**src/rtl/vgacon_buf_sequencer.sv**
```systemverilog
// Sole write master of the VGA text buffer: host write FIFO plus clear/scroll
// sequencer, with every buffer write gated by vblank.
module vgacon_buf_sequencer #(
  parameter int          NUM_ROWS   = 3,
  parameter int          NUM_COLS   = 10,
  parameter int          FIFO_DEPTH = 4,
  parameter logic [6:0]  FILL_CHAR  = 7'h20,
  localparam int         NUM_CHARS  = NUM_ROWS * NUM_COLS,
  localparam int         ADDR_W     = $clog2(NUM_CHARS)
) (
  input  logic              clk,
  input  logic              reset,
  input  logic              host_wr_valid,
  input  logic [ADDR_W-1:0] host_wr_addr,
  input  logic [8:0]        host_wr_data,
  output logic              host_wr_ready,
  input  logic              cmd_clear,
  input  logic              cmd_scroll,
  input  logic              vblank,
  output logic              buf_we,
  output logic [ADDR_W-1:0] buf_waddr,
  output logic [8:0]        buf_wdata,
  output logic [ADDR_W-1:0] buf_raddr,
  input  logic [8:0]        buf_rdata,
  output logic              busy,
  output logic              done_irq
);

  localparam int PTR_W = $clog2(FIFO_DEPTH);

  localparam logic [ADDR_W-1:0] LAST_A = ADDR_W'(NUM_CHARS - 1);
  localparam logic [ADDR_W-1:0] COPY_LAST = ADDR_W'(NUM_CHARS - NUM_COLS - 1);
  localparam logic [ADDR_W-1:0] COLS_A = ADDR_W'(NUM_COLS);
  localparam logic [ADDR_W:0]   CHARS_X = (ADDR_W+1)'(NUM_CHARS);
  localparam logic [PTR_W:0]    DEPTH_C = (PTR_W+1)'(FIFO_DEPTH);
  localparam logic [8:0]        FILL_W = {2'b00, FILL_CHAR};

  typedef enum logic [2:0] {
    S_IDLE,
    S_DRAIN,
    S_CLEAR,
    S_COPY,
    S_FILL
  } state_e;

  state_e state_q, state_d;

  logic [ADDR_W-1:0] i_q, i_d;
  logic              scroll_q, scroll_d;
  logic              done_q, done_d;

  logic [ADDR_W-1:0] fifo_addr_q [FIFO_DEPTH];
  logic [8:0]        fifo_data_q [FIFO_DEPTH];
  logic [PTR_W-1:0]  wptr_q, wptr_d;
  logic [PTR_W-1:0]  rptr_q, rptr_d;
  logic [PTR_W:0]    cnt_q, cnt_d;

  logic              fifo_full;
  logic              fifo_empty;
  logic              push;
  logic              pop;
  logic [ADDR_W-1:0] head_addr;
  logic [8:0]        head_data;
  logic              head_ok;

  assign fifo_full  = (cnt_q == DEPTH_C);
  assign fifo_empty = (cnt_q == '0);
  assign head_addr  = fifo_addr_q[rptr_q];
  assign head_data  = fifo_data_q[rptr_q];
  assign head_ok    = ({1'b0, head_addr} < CHARS_X);

  assign host_wr_ready = ~reset & ~fifo_full & (state_q == S_IDLE);
  assign push          = host_wr_valid & host_wr_ready;

  assign busy     = (state_q != S_IDLE);
  assign done_irq = done_q;

  always_comb begin
    state_d   = state_q;
    i_d       = i_q;
    scroll_d  = scroll_q;
    done_d    = 1'b0;
    pop       = 1'b0;
    buf_we    = 1'b0;
    buf_waddr = i_q;
    buf_wdata = FILL_W;
    buf_raddr = i_q + COLS_A;

    unique case (state_q)
      S_IDLE: begin
        pop = vblank & ~fifo_empty;
        if (cmd_clear | cmd_scroll) begin
          state_d  = S_DRAIN;
          scroll_d = ~cmd_clear;
        end
      end
      S_DRAIN: begin
        pop = vblank & ~fifo_empty;
        if (fifo_empty & vblank) begin
          state_d = scroll_q ? S_COPY : S_CLEAR;
          i_d     = '0;
        end
      end
      S_CLEAR, S_FILL: begin
        if (vblank) begin
          buf_we = 1'b1;
          if (i_q == LAST_A) begin
            state_d = S_IDLE;
            i_d     = '0;
            done_d  = 1'b1;
          end else begin
            i_d = i_q + 1'b1;
          end
        end
      end
      S_COPY: begin
        if (vblank) begin
          buf_we    = 1'b1;
          buf_wdata = buf_rdata;
          i_d       = i_q + 1'b1;
          if (i_q == COPY_LAST) begin
            state_d = S_FILL;
          end
        end
      end
      default: begin
        state_d = S_IDLE;
        i_d     = '0;
      end
    endcase

    // Out-of-range host entries still leave the FIFO, just without a write
    if (pop) begin
      buf_we    = head_ok;
      buf_waddr = head_addr;
      buf_wdata = head_data;
    end
  end

  always_comb begin
    wptr_d = wptr_q;
    rptr_d = rptr_q;
    cnt_d  = cnt_q;
    if (push) begin
      wptr_d = wptr_q + 1'b1;
    end
    if (pop) begin
      rptr_d = rptr_q + 1'b1;
    end
    case ({push, pop})
      2'b10:   cnt_d = cnt_q + 1'b1;
      2'b01:   cnt_d = cnt_q - 1'b1;
      default: cnt_d = cnt_q;
    endcase
  end

  always_ff @(posedge clk) begin
    if (push) begin
      fifo_addr_q[wptr_q] <= host_wr_addr;
      fifo_data_q[wptr_q] <= host_wr_data;
    end
  end

  always_ff @(posedge clk or posedge reset) begin
    if (reset) begin
      state_q  <= S_IDLE;
      i_q      <= '0;
      scroll_q <= 1'b0;
      done_q   <= 1'b0;
      wptr_q   <= '0;
      rptr_q   <= '0;
      cnt_q    <= '0;
    end else begin
      state_q  <= state_d;
      i_q      <= i_d;
      scroll_q <= scroll_d;
      done_q   <= done_d;
      wptr_q   <= wptr_d;
      rptr_q   <= rptr_d;
      cnt_q    <= cnt_d;
    end
  end

endmodule

```
**config.mk**
```make
export PLATFORM = sky130hd
export DESIGN_NAME = vgacon_buf_sequencer
export DESIGN_NICKNAME = d
export VERILOG_FILES = /design/src/rtl/vgacon_buf_sequencer.sv
export SDC_FILE = /design/constraint.sdc
export NUM_CORES = 1
export LEC_CHECK = 0
export CORE_MARGIN = 4
export CORE_UTILIZATION = 25
export DETAILED_ROUTE_END_ITERATION = 7
export PLACE_DENSITY = 0.41
export SYNTH_ARGS = -nofsm -noshare
export SYNTH_HDL_FRONTEND = slang
export SYNTH_SLANG_ARGS = --single-unit
```
**constraint.sdc**
```tcl
create_clock -name clk -period 3.1 [get_ports clk]
set_clock_uncertainty 0.15 [all_clocks]
set_input_delay 0.62 -clock clk [delete_from_list [all_inputs] [get_ports clk]]
set_output_delay 0.62 -clock clk [all_outputs]
set_load 0.05 [all_outputs]
```
==> results of run 1 <==
-- metrics by stage --
step	hold WS [ps]	cells	utilization
after global routing	442	449	0.352
after detailed placement	400	433	0.330
after global placement	382	433	0.330
final	398	449	0.352
after floorplan	341	203	-
after CTS	415	449	0.352
-- final cells by class --
type	instances	area share
multi-input combinational	108	0.249
clock inverter	7	0.0116
clock buffer	9	0.0499
sequential	73	0.467
inverter	13	0.0108
timing repair buffer	67	0.164
tap	172	0.0477
-- power by group --
part / switching (mW) / leakage (nW) / internal [mW] / total [mW]
clock network: 0.404 / 0.132 / 0.548 / 0.952
registers: 0.149 / 0.716 / 1.16 / 1.31
logic: 0.945 / 0.798 / 0.809 / 1.75
-- cells in the final DEF (no fill, tap or decap), drive strengths merged, types with 2 or more instances in the layout --
cell and instances:
o311ai 2, o211ai 3, mux2 5, and3 4, a21oi 5, nand2b 2, clkinv 2, dfrtp 17
o21ai 6, a22o 8, ha 8, nor3 4, inv 16, a32o 2, clkbuf 9, clkdlybuf4s50 35
edfxtp 56, nor2 5, nor2b 2, xnor2 6, mux4 14, clkinvlp 2, buf 32, nand2 11
xor2 3
-- synth_stat cells (all sizes together), types with 4 or more instances --
| master | number | area [um^2] |
|---|---|---|
| a21oi | 5 | 25.0 |
| a22o | 8 | 70.1 |
| and3 | 4 | 25.0 |
| buf | 9 | 66.3 |
| dfrtp | 17 | 425 |
| edfxtp | 56 | 1680 |
| ha | 8 | 100 |
| inv | 13 | 48.8 |
| mux2 | 5 | 56.3 |
| mux4 | 14 | 319 |
| nand2 | 11 | 41.3 |
| nor2 | 5 | 18.8 |
| nor3 | 4 | 47.5 |
| o21ai | 6 | 30.0 |
| xnor2 | 6 | 52.6 |
-- path summary, 6_finish.rpt --
path | from | end | slack [ps] | cells after the start
setup / recovery | vblank | buf_waddr[4] | 150 | 6
hold / removal | scroll_q$_DFFE_PP0P_ | scroll_q$_DFFE_PP0P_ | 400 | 2
setup reg to reg | state_q[1]$_DFFE_PP0P_ | cnt_q[2]$_DFFE_PP0P_ | 630 | 11
hold reg to reg | scroll_q$_DFFE_PP0P_ | scroll_q$_DFFE_PP0P_ | 400 | 2
max in group asynchronous | reset | state_q[0]$_DFFE_PP0P_ | 1680 | 2
min in group asynchronous | reset | scroll_q$_DFFE_PP0P_ | 650 | 2
-- cells by family (layout without fill, tap and decap cells) --
family,Yosys count,after routing,synth area share
flip-flops,73,73,0.631
adder cells (fa/ha/maj),9,9,0.0360
AND/OR/NAND/NOR,36,36,0.0708
XOR/XNOR,9,9,0.0236
multiplexers,20,20,0.115
buffers and inverters,22,96,0.0345
AO/OA/AOI/OAI,34,34,0.0891
-- metal layers --
layer	track usage	vias up
met5	0	-
met4	0.0228	0
met3	0.0372	2
met2	0.169	48
met1	0.136	984
li1	-	928
-- flip-flops by register name, summed over array words and instances, names as in the netlist --
name	flops
wptr_q	2
fifo_addr_q	20
fifo_data_q	36
cnt_q	3
scroll_q	1
state_q	3
i_q	5
rptr_q	2
done_irq	1
-- worst max-delay path: cells and delay by family --
| family | cells | cell delay [ps] |
|---|---|---|
| buffers and inverters | 3 | 860 |
| and+or+nand+nor | 2 | 370 |
| muxes | 1 | 330 |
==> impl_metrics.ini, run 1 <==
[run_status]
status = finished clean

[cells_and_area]
synthToLayoutAreaGrowth_pct = 35.1
nets = 310
register_area_um2 = 2110
fin_area_um2 = 4510
diodes = 0
drive_gt1_frac = 0.274
fillerInstances = 1271
multi_input_area_um2 = 1120

[sta]
max_slew_margin = 0.514
fin_ws_ps = 152
fin_crit_ps = 2950
worst_pin_slew_ps = 728
finalSetupTns_ps = 0
drv_slew = 0
period_share = 0.951
fmax_ghz = 0.339
finalHoldViolCount = 0
rsz0062_at_grt = false
setup_viol = 0

[global_route]
grt_pass1_vias = 2191
grt_usage = 0.105
grt_pass1_wl_um = 11900
grt-ovfl-total = 0
grt_max_degree = 18
antenna_found_initial = 0

[worst_setup_path]
cp_common_cell = buf_4
worstPathArrival_ps = 2180
path_class = in -> out
crit_path_end_kind = output pin
cp_slowest_cell = clkdlybuf4s50_1
worst_path_largest_cell_delay_ps = 480
crit_chain = clkdlybuf4s50_1, nand2b_1, nor3_4, buf_4, mux2_2, buf_4
worst_ep_required_time_ps = 2330
start_kind = input pin
critPathMaxFanout = 5

[detailed_routing]
wl_met1_um = 3380
wl_met2_um = 3490
top_layer = met4
vias = 1962
wire_per_inst_um = 16.3
vias_per_cell = 4.37
wl_met3_um = 430
postRouteWirelength_um = 7330
ant_nets = 0
drt_iter0_markers = 103
drc_errors = 0
drt_pass1_iterations = 4

[place]
gp_congestion = 0.683
dp_slack_ps = 161
placed_area_um2 = 4240
hpwl_um = 5220
io_buffers = 51

[synthesis]
synth-edff-count = 56
synth-seq-area-share = 0.631
yosysWarnings = 0
syn-cell-area_um2 = 3340
syn_inst = 203
synthFlopType = edfxtp_1
ys_async_sr_fraction = 0.233
synth_cell_types = 48
synth-seq-cells = 73
synth_nets = 241
synth_area_per_cell_um2 = 16.5

[floorplanning]
die_area_um2 = 15300
die_w_um = 124
start_util = 0.260
die_y_um = 124
num_io_pins = 52
core_area_um2 = 12800
num_rows = 41

[clock_tree]
clk_latency_ps = 320
cts_tree = yes
postCtsSetupRepairBufs = 0
clock-sinks = 73
clk_path_buf_depth = 2
htreeDepth = 3
clkTransAtPathRegs_ps = 60
cts_made_buffers = 9
post_cts_resized = 0
cts_hold_buf = 0
cts_root_buf = clkbuf_16

[worst_hold_path]
hold_path.class = reg -> reg

[flow_run]
max-cap-violations = 0

[power_and_ir_drop]
total_power_mw = 4.02
p_leak_nw = 1.65
power_density_nw_per_um2 = 891
ir_drop_mv = 0.315
Note: power is estimated with default switching activity, not from simulation.
==> run 2, diff against run 1 <==
--- a/config.mk
+++ b/config.mk
@@ -8,7 +8,8 @@
 export CORE_MARGIN = 4
 export CORE_UTILIZATION = 25
 export DETAILED_ROUTE_END_ITERATION = 7
-export PLACE_DENSITY = 0.41
+export PLACE_DENSITY = 0.43
+export SLEW_MARGIN = 15
 export SYNTH_ARGS = -nofsm -noshare
 export SYNTH_HDL_FRONTEND = slang
 export SYNTH_SLANG_ARGS = --single-unit
==> constraint.sdc (replaced) <==
create_clock -name clk -period 2.37 [get_ports clk]
set_clock_uncertainty 0.15 [all_clocks]
set_input_delay 0.474 -clock clk [delete_from_list [all_inputs] [get_ports clk]]
set_output_delay 0.474 -clock clk [all_outputs]
set_load 0.05 [all_outputs]
==> run 2 against run 1 <==
  * The run now ends with negative setup slack left
  * Sequential power grew 30%
  * Sequential share of layout area decreased by 3.6 points
  * Global-route usage is 0.36 points higher
  * Non-clock buffer count rose by 20
  * Core utilization up 3.0 points
  * Die area unchanged
  * Design area is 8.6% higher
  * Clock power increased by 50%
  * First-iteration DRC count fell by 11%
  * Combinational power rose by 56%
  * Worst hold slack lost 120 ps
==> impl_metrics.ini, run 2 (synthesis results as in run 1) <==
[run_status]
status = complete, but fails checks
violations = negative setup slack

[global_route]
grt-ovfl-total = 0
grt_max_degree = 16
grt_usage = 0.108
grt_pass1_vias = 2199
grt_pass1_wl_um = 12200
antenna_found_initial = 0

[detailed_routing]
drt_pass1_iterations = 4
drc_errors = 0
vias = 2051
ant_nets = 0
wire_per_inst_um = 16.2
drt_iter0_markers = 92
postRouteWirelength_um = 7610
vias_per_cell = 4.37

[place]
hpwl_um = 5340
dp_slack_ps = -209
gp_congestion = 0.757
place_inst = 446
io_buffers = 51
placed_area_um2 = 4420

[worst_setup_path]
cp_top_family = compound AO/OA/AOI/OAI gates
crit_path_end_kind = output pin
worst_ep_required_time_ps = 1750
critPathLaunch = rptr_q[0]$_DFFE_PP0N_
critPathMaxFanout = 3
path_class = reg -> out
cp_slowest_cell = mux4_2
worst_path_largest_cell_delay_ps = 510
reg2reg_depth = 11
worstPathArrival_ps = 2050
crit_buf_inv = 2
r2r_start = state_q[2]$_DFFE_PP0P_
crit_chain = buf_6, mux4_2, a41o_1, a211oi_4, buf_12
start_kind = register
r2r_end = cnt_q[2]$_DFFE_PP0P_
r2r_slack_ps = 150

[cells_and_area]
top_regs = fifo_data_q x36, fifo_addr_q x20, i_q x5
final_util = 0.382
synthToLayoutAreaGrowth_pct = 46.7
nets = 330
layout_common_cells = 56 x edfxtp_1, 29 x clkdlybuf4s50_1, 29 x buf_4
fin_cells = 469
diodes = 0
final_common_cell = edfxtp_1
drive_gt1_frac = 0.391
largest_reg_flops = 36
regMostFlops = fifo_data_q
fin_area_um2 = 4900

[flow_run]
max-cap-violations = 0

[clock_tree]
cts_hold_buf = 0
clkTransAtPathRegs_ps = 60
clk_path_buf_depth = 2
clock-sinks = 73
htreeDepth = 3
cts_tree = yes
clk_latency_ps = 320
cts_made_buffers = 9
cts_root_buf = clkbuf_16

[sta]
hold_slack_ps = 278
finalSetupTns_ps = -2870
finalHoldViolCount = 0
period_share = 1.13
fmax_ghz = 0.374
fin_ws_ps = -305
fin_crit_ps = 2680
worst_pin_slew_ps = 494
drv_slew = 0
setup_viol = 15
max_slew_margin = 0.670
rsz0062_at_grt = true

[floorplanning]
die_w_um = 124
start_util = 0.260
num_rows = 41
num_io_pins = 52
die_y_um = 124
die_area_um2 = 15300
core_area_um2 = 12800

[power_and_ir_drop]
p_leak_nw = 1.82
total_power_mw = 5.85
power_density_nw_per_um2 = 1190
ir_drop_mv = 0.585

[worst_hold_path]
hold_path.class = in -> async
==> run 2: cell type report <==
class	count	area, um^2
timing repair buffer	87	1000
clock inverter	3	67.6
inverter	13	51.3
sequential	73	2110
multi-input combinational	108	1200
fill	1266	7930
clock buffer	13	250
tap	172	215
==> run 2: power by group <==
part           switching [mW]  leakage, nW  internal [mW]
clock                   0.481        0.150          0.951
sequential              0.168        0.713           1.53
combinational            1.36        0.955           1.36
total                    2.01         1.82           3.84
==> run 2: how the worst max path moves through the flow <==
stage                                end  slack, ps  cells past startpoint
floorplan           cnt_q[2]$_DFFE_PP0P_       -380                     12
finish                            buf_we       -310                      5
CTS                               buf_we       -350                      5
global route                      buf_we       -400                      5
detailed placement          buf_waddr[4]       -210                      6
global placement            buf_waddr[3]       -200                      6
==> run 2: repair_timing <==
item                       CTS  global route
buffers inserted             3             4
resized for setup           15            14
hold endpoints to repair     0             0
pin swaps                    2             2
setup endpoints to repair   15            18
==> run 2: worst reg2reg max path, delay by kind of cell, from the launching register on <==
| family | cells | cell delay (ps) |
|---|---|---|
| AND/OR/NAND/NOR | 3 | 510 |
| flip-flops | 1 | 450 |
| adder cells (fa/ha/maj) | 2 | 330 |
| XOR/XNOR | 2 | 270 |
| AO/OA/AOI/OAI | 1 | 240 |
| buffers and inverters | 3 | 150 |
==> run 2: routing by layer <==
metal | track usage | share of wire | routed length [um]
met1 | 0.129 | 0.42 | 3230
met2 | 0.185 | 0.52 | 3940
met3 | 0.0413 | 0.050 | 380
met5 | 0 | 0 | 0
met4 | 0.0277 | 0.0078 | 59
==> run 3, diff against run 2 <==
--- a/config.mk
+++ b/config.mk
@@ -6,9 +6,9 @@
 export NUM_CORES = 1
 export LEC_CHECK = 0
 export CORE_MARGIN = 4
-export CORE_UTILIZATION = 25
+export CORE_UTILIZATION = 45
 export DETAILED_ROUTE_END_ITERATION = 7
-export PLACE_DENSITY = 0.43
+export PLACE_DENSITY = 0.69
 export SLEW_MARGIN = 15
 export SYNTH_ARGS = -nofsm -noshare
 export SYNTH_HDL_FRONTEND = slang
==> run 3 against run 2 <==
  * The flow still finishes with violations (negative setup slack)
  * Worst hold slack improved by 110 ps
  * Sequential power about the same
  * Count of clock-buffer cells in the layout decreased by 1
  * Cell count decreased by 15%
  * Combinational power decreased by 6%
  * Design area decreased by 5.7%
  * Wire length decreased by 14%
  * Flip-flop and latch count unchanged
  * Register-to-register slack got worse by 50 ps
  * First-iteration DRC count increased by 48%
  * Sequential share of layout area increased by 2.6 points
  * Critical path depth unchanged
  * Largest power group unchanged
  * Highest routed layer unchanged
==> impl_metrics.ini, run 3 (synthesis results as in run 1) <==
[power_and_ir_drop]
total_power_mw = 5.21
ir_drop_mv = 0.513
p_leak_nw = 1.74
power_density_nw_per_um2 = 1130

[detailed_routing]
vias = 2056
postRouteWirelength_um = 6560
drt_pass1_iterations = 4
wire_per_inst_um = 16.5
ant_nets = 0
drc_errors = 0
vias_per_cell = 5.18
drt_iter0_markers = 136

[global_route]
grt_pass1_wl_um = 10600
grt_pass1_vias = 2100
antenna_found_initial = 0
grt-ovfl-total = 0
grt_max_degree = 18
grt_usage = 0.163

[clock_tree]
cts_tree = yes
cts_hold_buf = 0
cts_root_buf = clkbuf_8
clk_path_buf_depth = 2
cts_made_buffers = 9
clkTransAtPathRegs_ps = 70
clock-sinks = 73
clk_latency_ps = 330
htreeDepth = 3

[flow_run]
max-cap-violations = 0

[place]
io_buffers = 51
gp_congestion = 0.852
hpwl_um = 4730
dp_slack_ps = -200

[sta]
drv_slew = 0
period_share = 1.14
finalHoldViolCount = 0
fin_ws_ps = -322
fin_crit_ps = 2690
fmax_ghz = 0.372
worst_pin_slew_ps = 484
max_slew_margin = 0.673
rsz0062_at_grt = true
setup_viol = 15

[cells_and_area]
nets = 331
largest_reg_flops = 36
diodes = 0
top_regs = fifo_data_q x36, fifo_addr_q x20, i_q x5
layout_common_cells = 56 x edfxtp_1, 36 x buf_4, 29 x clkdlybuf4s50_1
synthToLayoutAreaGrowth_pct = 38.3
regMostFlops = fifo_data_q
final_util = 0.637
drive_gt1_frac = 0.383
final_common_cell = edfxtp_1

[worst_setup_path]
start_kind = register
crit_path_end_kind = output pin
worst_ep_required_time_ps = 1750
cp_slowest_cell = mux4_2
worstPathArrival_ps = 2070
critPathMaxFanout = 4
crit_chain = buf_4, mux4_2, a41o_1, a211oi_2, buf_12
path_class = reg -> out
cp_top_family = compound AO/OA/AOI/OAI gates
worst_path_largest_cell_delay_ps = 510
crit_buf_inv = 2

[floorplanning]
num_rows = 31
die_area_um2 = 8870
core_area_um2 = 7250
die_y_um = 94.2
die_w_um = 94.2
start_util = 0.461
num_io_pins = 52

[worst_hold_path]
hold_path.class = in -> async

[run_status]
status = complete, but fails checks
violations = negative setup slack
## run 3: cell types whose count changed in the layout (fill, tap and decap cells not counted), sizes merged
cell      delta
clkbuf       -1
bufinv       -1
clkinvlp     +1
buf          +1
clkinv       +1
## run 3: final timing paths
check	from	slack [ps]	to	cells past startpoint
max in group asynchronous	reset	1460	state_q[2]$_DFFE_PP0P_	3
worst min register to register	scroll_q$_DFFE_PP0P_	390	scroll_q$_DFFE_PP0P_	2
min in group clk	scroll_q$_DFFE_PP0P_	390	scroll_q$_DFFE_PP0P_	2
worst max register to register	state_q[2]$_DFFE_PP0P_	100	cnt_q[2]$_DFFE_PP0P_	12
worst min-delay path	reset	390	scroll_q$_DFFE_PP0P_	3
worst max-delay path	rptr_q[0]$_DFFE_PP0N_	-320	buf_we	5
## run 3: final cells by class
| type | count | area (um^2) |
|---|---|---|
| Clock inverter | 4 | 53.8 |
| Tap cell | 99 | 124 |
| Sequential cell | 73 | 2110 |
| Fill cell | 536 | 2630 |
| Timing Repair Buffer | 88 | 961 |
| Inverter | 13 | 51.3 |
| Multi-Input combinational cell | 108 | 1180 |
| Clock buffer | 12 | 145 |
## run 3: repair_timing
| action | 4_1_cts | 5_1_grt |
|---|---|---|
| endpoints found under the setup margin | 15 | 17 |
| pin swaps | 3 | 2 |
| gates cloned | 0 | 0 |
| resized for setup | 11 | 4 |
| buffers inserted | 4 | 4 |
## run 3: worst reg2reg max path, cell delays in order, from the launching register on
cell,delay (ps)
dfrtp_2,440
buf_6,130
nor3_4,170
inv_4,60
a311oi_4,250
and2_4,200
inv_2,40
ha_4,150
inv_2,40
fa_2,180
xor2_1,140
nor2_1,60
xor2_1,130
## run 3: where the power goes
part / total [mW] / switching, mW / internal, mW
Sequential: 1.69 / 0.167 / 1.52
Clock: 0.951 / 0.433 / 0.517
Combinational: 2.57 / 1.32 / 1.25
## run 3: metrics by stage
step	instances	setup TNS (ps)	area, um^2	hold WS, ps
global route	397	-3770	4620	412
global placement	373	-2060	4310	360
detailed placement	373	-2420	4310	379
CTS	393	-2730	4580	381
finish	397	-2240	4620	391
floorplan	203	-2950	3370	250
## run 3: per-layer routing
layer | track usage | part of all wire | up-vias
met5 | 0 | 0 | -
li1 | - | - | 971
met2 | 0.287 | 0.53 | 62
met3 | 0.0561 | 0.051 | 11
met4 | 0.0445 | 0.011 | 0
met1 | 0.188 | 0.41 | 1012
